**src/rtl/rect_draw_arbiter.sv**
```systemverilog
// rect_draw_arbiter
//
// Shares one rectangle-scan pixel engine between N drawing requesters. A
// round-robin arbiter picks a requester, its rectangle is latched, every pixel
// is scanned row by row (one pixel write per cycle), and the requester then
// receives a one-cycle acknowledge.
//
// Ports:
//   clock       system clock, rising edge
//   resetn      asynchronous active-low reset
//   req         per-requester draw request (level, held until ack)
//   req_x/y     flattened start coordinates, requester i at [10i+9:10i] / [9i+8:9i]
//   req_w/h     flattened rectangle width / height in pixels
//   req_colour  flattened fill colour
//   out_x/y     registered pixel coordinate to the VGA adapter
//   out_colour  registered pixel colour
//   plot        write enable for the current pixel
//   busy        high whenever the engine is not idle
//   grant_id    index of the current / last granted requester
//   ack         one-hot completion pulse

module rect_draw_arbiter #(
  parameter int unsigned N        = 4,
  parameter int unsigned H_RES    = 640,
  parameter int unsigned V_RES    = 480,
  parameter int unsigned COLOUR_W = 3,
  localparam int unsigned GW      = (N > 1) ? $clog2(N) : 1
) (
  input  logic                    clock,
  input  logic                    resetn,
  input  logic [N-1:0]            req,
  input  logic [N*10-1:0]         req_x,
  input  logic [N*9-1:0]          req_y,
  input  logic [N*10-1:0]         req_w,
  input  logic [N*9-1:0]          req_h,
  input  logic [N*COLOUR_W-1:0]   req_colour,
  output logic [9:0]              out_x,
  output logic [8:0]              out_y,
  output logic [COLOUR_W-1:0]     out_colour,
  output logic                    plot,
  output logic                    busy,
  output logic [GW-1:0]           grant_id,
  output logic [N-1:0]            ack
);

  typedef enum logic [1:0] {StIdle, StLatch, StDraw, StAck} state_e;

  state_e state_q, state_d;

  logic [GW-1:0]       ptr_q, ptr_d;
  logic [GW-1:0]       grant_q, grant_d;
  logic [9:0]          lx_q, lx_d;
  logic [8:0]          ly_q, ly_d;
  logic [9:0]          lw_q, lw_d;
  logic [8:0]          lh_q, lh_d;
  logic [COLOUR_W-1:0] lc_q, lc_d;
  logic [9:0]          dx_q, dx_d;
  logic [8:0]          dy_q, dy_d;
  logic [9:0]          ox_q, ox_d;
  logic [8:0]          oy_q, oy_d;
  logic [COLOUR_W-1:0] oc_q, oc_d;
  logic                plot_q, plot_d;
  logic [N-1:0]        ack_q, ack_d;

  // Fields of the currently granted requester, straight from the inputs.
  logic [9:0]          sel_x;
  logic [8:0]          sel_y;
  logic [9:0]          sel_w;
  logic [8:0]          sel_h;
  logic [COLOUR_W-1:0] sel_c;

  always_comb begin
    sel_x = '0;
    sel_y = '0;
    sel_w = '0;
    sel_h = '0;
    sel_c = '0;
    for (int i = 0; i < int'(N); i++) begin
      if (grant_q == GW'(i)) begin
        sel_x = req_x[i*10 +: 10];
        sel_y = req_y[i*9 +: 9];
        sel_w = req_w[i*10 +: 10];
        sel_h = req_h[i*9 +: 9];
        sel_c = req_colour[i*COLOUR_W +: COLOUR_W];
      end
    end
  end

  // Round-robin search: first set request strictly after the pointer, wrapping.
  logic          rr_found;
  logic [GW-1:0] rr_winner;

  always_comb begin
    rr_found  = 1'b0;
    rr_winner = '0;
    for (int k = 1; k <= int'(N); k++) begin
      for (int i = 0; i < int'(N); i++) begin
        if (!rr_found && req[i] && (((int'(ptr_q) + k) % int'(N)) == i)) begin
          rr_found  = 1'b1;
          rr_winner = GW'(i);
        end
      end
    end
  end

  // Scan stepping: dx is the inner loop, dy the outer loop.
  logic       row_end;
  logic       last_px;
  logic [9:0] nxt_dx;
  logic [8:0] nxt_dy;

  assign row_end = (dx_q == lw_q - 10'd1);
  assign last_px = row_end && (dy_q == lh_q - 9'd1);
  assign nxt_dx  = row_end ? 10'd0 : dx_q + 10'd1;
  assign nxt_dy  = row_end ? dy_q + 9'd1 : dy_q;

  // Untruncated pixel coordinates: the first pixel comes from the live
  // inputs (the latch happens on the same edge), the rest from latched state.
  logic [10:0] first_x, next_x;
  logic [9:0]  first_y, next_y;

  assign first_x = {1'b0, sel_x};
  assign first_y = {1'b0, sel_y};
  assign next_x  = {1'b0, lx_q} + {1'b0, nxt_dx};
  assign next_y  = {1'b0, ly_q} + {1'b0, nxt_dy};

  logic first_on_screen, next_on_screen;

  assign first_on_screen = (32'(first_x) < H_RES) && (32'(first_y) < V_RES);
  assign next_on_screen  = (32'(next_x) < H_RES) && (32'(next_y) < V_RES);

  logic [N-1:0] grant_onehot;
  assign grant_onehot = {{(N-1){1'b0}}, 1'b1} << grant_q;

  always_comb begin
    state_d = state_q;
    ptr_d   = ptr_q;
    grant_d = grant_q;
    lx_d    = lx_q;
    ly_d    = ly_q;
    lw_d    = lw_q;
    lh_d    = lh_q;
    lc_d    = lc_q;
    dx_d    = dx_q;
    dy_d    = dy_q;
    ox_d    = ox_q;
    oy_d    = oy_q;
    oc_d    = oc_q;
    plot_d  = 1'b0;
    ack_d   = '0;

    unique case (state_q)
      StIdle: begin
        if (rr_found) begin
          grant_d = rr_winner;
          ptr_d   = rr_winner;
          state_d = StLatch;
        end
      end

      StLatch: begin
        lx_d = sel_x;
        ly_d = sel_y;
        lw_d = sel_w;
        lh_d = sel_h;
        lc_d = sel_c;
        dx_d = '0;
        dy_d = '0;
        if (sel_w == '0 || sel_h == '0) begin
          ack_d   = grant_onehot;
          state_d = StAck;
        end else begin
          // Present pixel (0,0) on the edge that enters the draw state.
          ox_d    = first_x[9:0];
          oy_d    = first_y[8:0];
          oc_d    = sel_c;
          plot_d  = first_on_screen;
          state_d = StDraw;
        end
      end

      StDraw: begin
        if (last_px) begin
          ack_d   = grant_onehot;
          state_d = StAck;
        end else begin
          dx_d   = nxt_dx;
          dy_d   = nxt_dy;
          ox_d   = next_x[9:0];
          oy_d   = next_y[8:0];
          oc_d   = lc_q;
          plot_d = next_on_screen;
        end
      end

      StAck: begin
        state_d = StIdle;
      end

      default: begin
        state_d = StIdle;
      end
    endcase
  end

  always_ff @(posedge clock or negedge resetn) begin
    if (!resetn) begin
      state_q <= StIdle;
      ptr_q   <= GW'(N - 1);
      grant_q <= '0;
      lx_q    <= '0;
      ly_q    <= '0;
      lw_q    <= '0;
      lh_q    <= '0;
      lc_q    <= '0;
      dx_q    <= '0;
      dy_q    <= '0;
      ox_q    <= '0;
      oy_q    <= '0;
      oc_q    <= '0;
      plot_q  <= 1'b0;
      ack_q   <= '0;
    end else begin
      state_q <= state_d;
      ptr_q   <= ptr_d;
      grant_q <= grant_d;
      lx_q    <= lx_d;
      ly_q    <= ly_d;
      lw_q    <= lw_d;
      lh_q    <= lh_d;
      lc_q    <= lc_d;
      dx_q    <= dx_d;
      dy_q    <= dy_d;
      ox_q    <= ox_d;
      oy_q    <= oy_d;
      oc_q    <= oc_d;
      plot_q  <= plot_d;
      ack_q   <= ack_d;
    end
  end

  assign out_x      = ox_q;
  assign out_y      = oy_q;
  assign out_colour = oc_q;
  assign plot       = plot_q;
  assign ack        = ack_q;
  assign grant_id   = grant_q;
  assign busy       = (state_q != StIdle);

endmodule

```
**config.mk**
```make
export PLATFORM = sky130hd
export DESIGN_NAME = rect_draw_arbiter
export DESIGN_NICKNAME = d
export VERILOG_FILES = /design/src/rtl/rect_draw_arbiter.sv
export SDC_FILE = /design/constraint.sdc
export NUM_CORES = 1
export LEC_CHECK = 0
export ABC_AREA = 1
export CORE_MARGIN = 2
export CORE_UTILIZATION = 45
export CTS_BUF_LIST = sky130_fd_sc_hd__clkbuf_2 sky130_fd_sc_hd__clkbuf_4 sky130_fd_sc_hd__clkbuf_8
export DETAILED_ROUTE_END_ITERATION = 16
export PLACE_DENSITY = 0.81
export SLEW_MARGIN = 20
export SYNTH_ARGS = -nofsm -noshare
export SYNTH_HDL_FRONTEND = slang
export SYNTH_SLANG_ARGS = --single-unit
```
**constraint.sdc**
```tcl
create_clock -name clock -period 4.4 [get_ports clock]
set_input_delay 0.88 -clock clock [delete_from_list [all_inputs] [get_ports clock]]
set_output_delay 0.88 -clock clock [all_outputs]
set_load 0.03 [all_outputs]
```
* Word level (Yosys, flattened, before mapping)
Cells that the tools add are included.
** Word-level totals
- Register bits :: 93
- Bits of input ports :: 170
- Output and inout bits :: 30
- Word-level logic and storage cells :: 202
** Cells by class
- Add/sub/neg operators :: 10
- $lt $le $gt $ge :: 4
- Equal/unequal tests :: 24
- Shift operators :: 1
- Mux-type cells :: 76
- Bitwise logic cells :: 4
- Reduce and logical (&&, ||, !) cells :: 68
** Operators by type and width (number)
- $logic_not 32->1 :: 4
- $mux 10 :: 12
- $mux 9 :: 12
- $pmux 10 s2 :: 2
- $pmux 9 s2 :: 2
- $logic_and 1x1->1 :: 34
- $mux 2 :: 16
- $eq 3x3->1 const B :: 8
- $mux 1 :: 20
- $mux 3 :: 6
- $logic_not 1->1 :: 15
- $eq 3x2->1 const B :: 4
- $add 10x10->11 :: 1
- $lt 11x10->1 const B :: 1
- $add 10x1->10 const B :: 1
- $add 9x9->10 :: 1
- $eq 10x10->1 :: 1
- $logic_not 10->1 :: 1
- $lt 10x10->1 const B :: 1
- $lt 10x9->1 const B :: 1
- $sub 10x1->10 const B :: 1
- $add 9x1->9 const B :: 1
- $eq 9x9->1 :: 1
- $logic_not 9->1 :: 1
- other kinds (20) :: 40

* Longest topological paths before layout
- Word-level depth :: 68
- Mapped depth :: 28
- Gate-level depth less buffers :: 28

* Worst setup path after synthesis
Ideal clock, no wire load.
- Path kind :: register -> register
- Start :: register lw_q[0]
- End :: register plot_q (netlist: plot)
- Library setup time :: 0.084 ns
- Data arrival time :: 3.376 ns
- Data required time :: 4.316 ns
- Slack :: 0.940 ns
- Stages on the path, launching flop included :: 28
- Buffers on the path :: 1
- Period minus slack after synthesis :: 3.460 ns
- Cell sequence :: dfrtp_1 -> inv_1 -> ha_1 -> nand2_1 -> nor2_2 -> nand2_1 -> nand2_1 -> nand2_1 -> nand2_1 -> nand2_1 -> nor2_1 -> nand4_1 -> clkbuf_1 -> nand2_1 -> inv_1 -> ha_1 -> fa_1 -> nand3_1 -> nand3_1 -> nand3_1 -> nand3_1 -> nand2_1 -> nand2_1 -> nand3_1 -> nand2_1 -> nor2_1 -> nand3_1 -> a21boi_0
** Between the ends
- Word-level cells in the longest chain between the ends :: 8
- Elaborated cells between the ends (all ways) :: 12
- Those cells by class :: 3 x add/sub; 2 x order compare; 1 x eq/ne; 4 x mux; 2 x reduce/logical
** RTL lines
- start: declaration :: line 54 : logic [9:0] lw_q, lw_d;
- start signal: assignment :: line 229 : lw_q <= lw_d;
- $sub 10x1->10 * :: line 112 : assign row_end = (dx_q == lw_q - 10'd1);
- $eq 10x10->1 * :: line 112
- $mux 10 / $mux 9 (equally long branches) :: line 114, 115
- $add 10x10->11 / $add 9x9->10 (equally long branches) :: line 124, 125
- $lt 11x10->1 / $lt 10x9->1 (equally long branches) :: line 130 : assign next_on_screen = (32'(next_x) < H_RES) && (32'(next_y) < V_RES);
- $logic_and 1x1->1 :: line 130
- $mux 1 * :: line 183 : if (last_px) begin
- $pmux 1 s2 * :: line 152 : unique case (state_q)
- named net plot_d :: line 62 : logic plot_q, plot_d;
- end signal: assignment :: line 237 : plot_q <= plot_d;
- end: declaration :: line 62
The timed path passes the listed nets; every way through them passes the cells marked *.
A chain may end at the register's enable or synchronous reset.

* Final worst setup path
Same ends and word-level chain as after synthesis.

==> flow_summary_export.csv <==
group,metric,value,unit
sta,fmax,261,MHz
floorplan,dieArea,17100,µm²
layout,drive_gt1_share,5.11,%
setup_path,cp.required,4.70,ns
synthesis,yosysMostFrequentCell,"nand2_1",
synthesis,synthSimpleGateAreaFrac,34.8,%
floorplan,core,15800,µm²
setup_path,path_class,"reg -> reg",
synthesis,synth_fa_ha_area_share,5.07,%
sta,min_period_over_period,86.9,%
sta,final-setup-viol-count,0,
hold_path,hold_depth,2,
layout,final_nets,1466,
clock_tree,clock-sinks,93,
global_route,grt_usage,25.5,%
detailed_routing,routed.top_layer,"met4",
setup_path,start_kind,"register",
clock_tree,cts_tree,"built",
global_route,grt_max_degree,72,
placement,gp_congestion,0.895,
outcome,outcome,"finished, final reports clean",
synthesis,synth_commonest_cells,"362 x nand2_1, 116 x inv_1, 106 x nand3_1",
detailed_routing,wire_per_inst,14.3,µm
power_and_ir_drop,power_density,645,nW/µm²
clock_tree,numCtsBuffers,9,
detailed_routing,met1_length,9390,µm
setup_path,cp_data_arrival_time,4.13,ns
setup_path,cp-end-kind,"register",
hold_path,hp-start,"out_x[3]",
placement,dp_cells,1473,
synthesis,ys_seq_area_share,32.3,%
power_and_ir_drop,peakVddDrop,344,µV
setup_path,cp_max_fo,24,
job,max_cap_viol_count,0,
synthesis,yosys.area.top_type_share,31.6,%
layout,utilization,60.4,%
setup_path,cpPeakStageDelay,0.44,ns
placement,port-buffer-count,199,
global_route,antenna_found_initial,0,
sta,period_needed,3.82,ns
clock_tree,cts_setup_buffers,0,
synthesis,synth.area.top_cells,"dfrtp_1 32%, nand2_1 19%, nand3_1 7.4%",
detailed_routing,routed-via-count,7626,
clock_tree,post_cts_resize_count,0,
clock_tree,cts_root_buf,"clkbuf_8",
floorplan,initial_utilization,45.7,%
sta,hold_viol,0,
hold_path,hold_path_end,"out_x[3]",
synthesis,netlist_area,7210,µm²
floorplan,die_w,131,µm
global_route,overflow,0,
synthesis,yosys_most_used_dff,"dfrtp_1",
synthesis,ys_async_sr_fraction,100,%
synthesis,netlist_instances,1092,
floorplan,die_y,131,µm
power_and_ir_drop,p_comb_share,65.5,%
layout,synthToLayoutAreaGrowth,32.1,%
synthesis,synth-compound-area-share,14.0,%
sta,rsz0062_at_grt,"false",
detailed_routing,viasPerCell,5.13,
clock_tree,clk_latency,0.38,ns
synthesis,synth_edf_count,0,
floorplan,num_io_pins,200,
synthesis,synth.ff_latch_count,93,
setup_path,r2r-end,"plot",
layout,fin_cells,1488,
sta,skew,0.00792,ns
detailed_routing,firstDrtPassIters,5,
synthesis,synthXorXnorAreaFrac,4.80,%
power_and_ir_drop,switching_share,51.8,%
setup_path,r2r_cells,27,
clock_tree,clockBufferDepth,2,
detailed_routing,ant_nets,0,
synthesis,synth_top_area_cell,"dfrtp_1",
power_and_ir_drop,power_frac_clock,9.2,%
power_and_ir_drop,p_leak,4.71,nW
clock_tree,hold_buffers,0,
floorplan,placementRows,46,
detailed_routing,wirelength,21200,µm
placement,pre_cts_ws,0.629,ns
detailed_routing,drc,0,
sta,setup_ws,0.576,ns
synthesis,synth.distinct_cells,40,
power_and_ir_drop,seq_power_share,25.3,%
global_route,grt_first_pass_wirelength,34600,µm
synthesis,yosysWarnings,0,
power_and_ir_drop,power,6.15,mW
sta,worst_pin_slew,0.939,ns
setup_path,slowest_stage,"fa_1",
sta,fin_setup_tns,0,ns
clock_tree,cts.htree.levels,3,
layout,antenna_cells,0,
detailed_routing,wl_met2,10500,µm
synthesis,syn_area_per_cell,6.61,µm²
power_and_ir_drop,p_sw,3.18,mW
power_and_ir_drop,internal_power,2.96,mW
setup_path,timing.rr.start,"lw_q[0]",
detailed_routing,drt_iter0_markers,528,
setup_path,r2r_slack,0.58,ns
hold_path,holdCritPathClass,"reg -> reg",
setup_path,crit_top_cell,"nand2_1",
synthesis,synth_top_family_by_area,"simple AND/OR/NAND/NOR gates",
placement,dp_hpwl,16400,µm
sta,slew_viol_final,0,
sta,relSlewSlack,37.3,%
detailed_routing,wl_met3,903,µm
global_route,grt_pass1_vias,7355,
synthesis,muxShareOfSynthArea,0,%
clock_tree,clkTransAtPathRegs,0.09,ns
synthesis,synth_nets,1290,
power by group through the flow:
stage / sequential, mW / clock, mW / combinational, mW
global route: 1.59 / 0.610 / 4.54
CTS: 1.55 / 0.580 / 4.02
detailed placement: 1.56 / 0 / 4.00
floorplan: 1.68 / 0 / 2.77
finish: 1.55 / 0.568 / 4.03
global placement: 1.55 / 0 / 3.93
metal layers:
| layer | up-vias | track usage (%) |
|---|---|---|
| met2 | 200 | 43.5 |
| met5 | - | 0 |
| li1 | 3885 | - |
| met1 | 3502 | 32.9 |
| met4 | 0 | 7.07 |
| met3 | 39 | 5.37 |
critical path: cells and delay by family (launching register included):
family	cells	cell delay (ns)
simple gates	19	1.59
fa+ha+maj	3	0.94
flops	1	0.43
buf+inv	3	0.42
xor+xnor	1	0.19
compound gates	1	0.17
per-stage QoR:
step,cell area [µm²],hold slack [ns]
5_1_grt,9530,0.508
3_5_place_dp,9340,0.461
4_1_cts,9530,0.483
3_3_place_gp,9340,0.461
2_1_floorplan,7210,0.448
6_report,9530,0.480
kinds of logic after synthesis:
kind of cell    count (synthesis)
simple gates                  595
compound gates                176
buf+inv                       162
flops                          93
xor+xnor                       38
fa+ha+maj                      28
flip-flops by register name, indices dropped and copies added, names as in the netlist, 3 cells and up:
signal / cells
lh_q: 9
out_x: 10
ly_q: 9
lc_q: 3
lx_q: 10
out_y: 9
dx_q: 10
out_colour: 3
dy_q: 9
lw_q: 10
ack: 4
area by class of cell:
class | count | area [µm²]
Fill cell | 1492 | 6240
Multi-Input combinational cell | 837 | 4250
Sequential cell | 93 | 2330
Timing Repair Buffer | 206 | 2040
Inverter | 121 | 454
Tap cell | 216 | 270
Clock buffer | 10 | 131
Clock inverter | 5 | 52.6
placed cells by master, fill, tap and decap left out, types with 5 or more instances in the layout:
cell type,Yosys,final
a221oi_1,6,6
nand2_2,9,9
xnor2_1,7,7
xor2_1,30,30
clkdlybuf4s50_1,0,198
ha_1,26,26
o21ai_0,96,96
or2_2,5,5
a21oi_1,45,45
nand3_1,106,106
buf_4,2,8
nor3_1,7,7
nor2_1,70,70
o21ai_2,14,14
dfrtp_1,91,91
inv_1,116,116
nand2_1,362,362
clkbuf_8,0,9
nand4_1,23,23
how the worst max path moves through the flow:
stage / startpoint / to / slack, ns / cells after the start
after global placement: lw_q[0] / plot / 0.79 / 27
after global routing: lw_q[0] / plot / 0.14 / 27
after detailed placement: lw_q[0] / plot / 0.63 / 27
final: lw_q[0] / plot / 0.58 / 27
after floorplan: lw_q[0] / plot / 0.94 / 27
after CTS: lw_q[0] / plot / 0.59 / 27
Power figures use the tool's default switching activity.
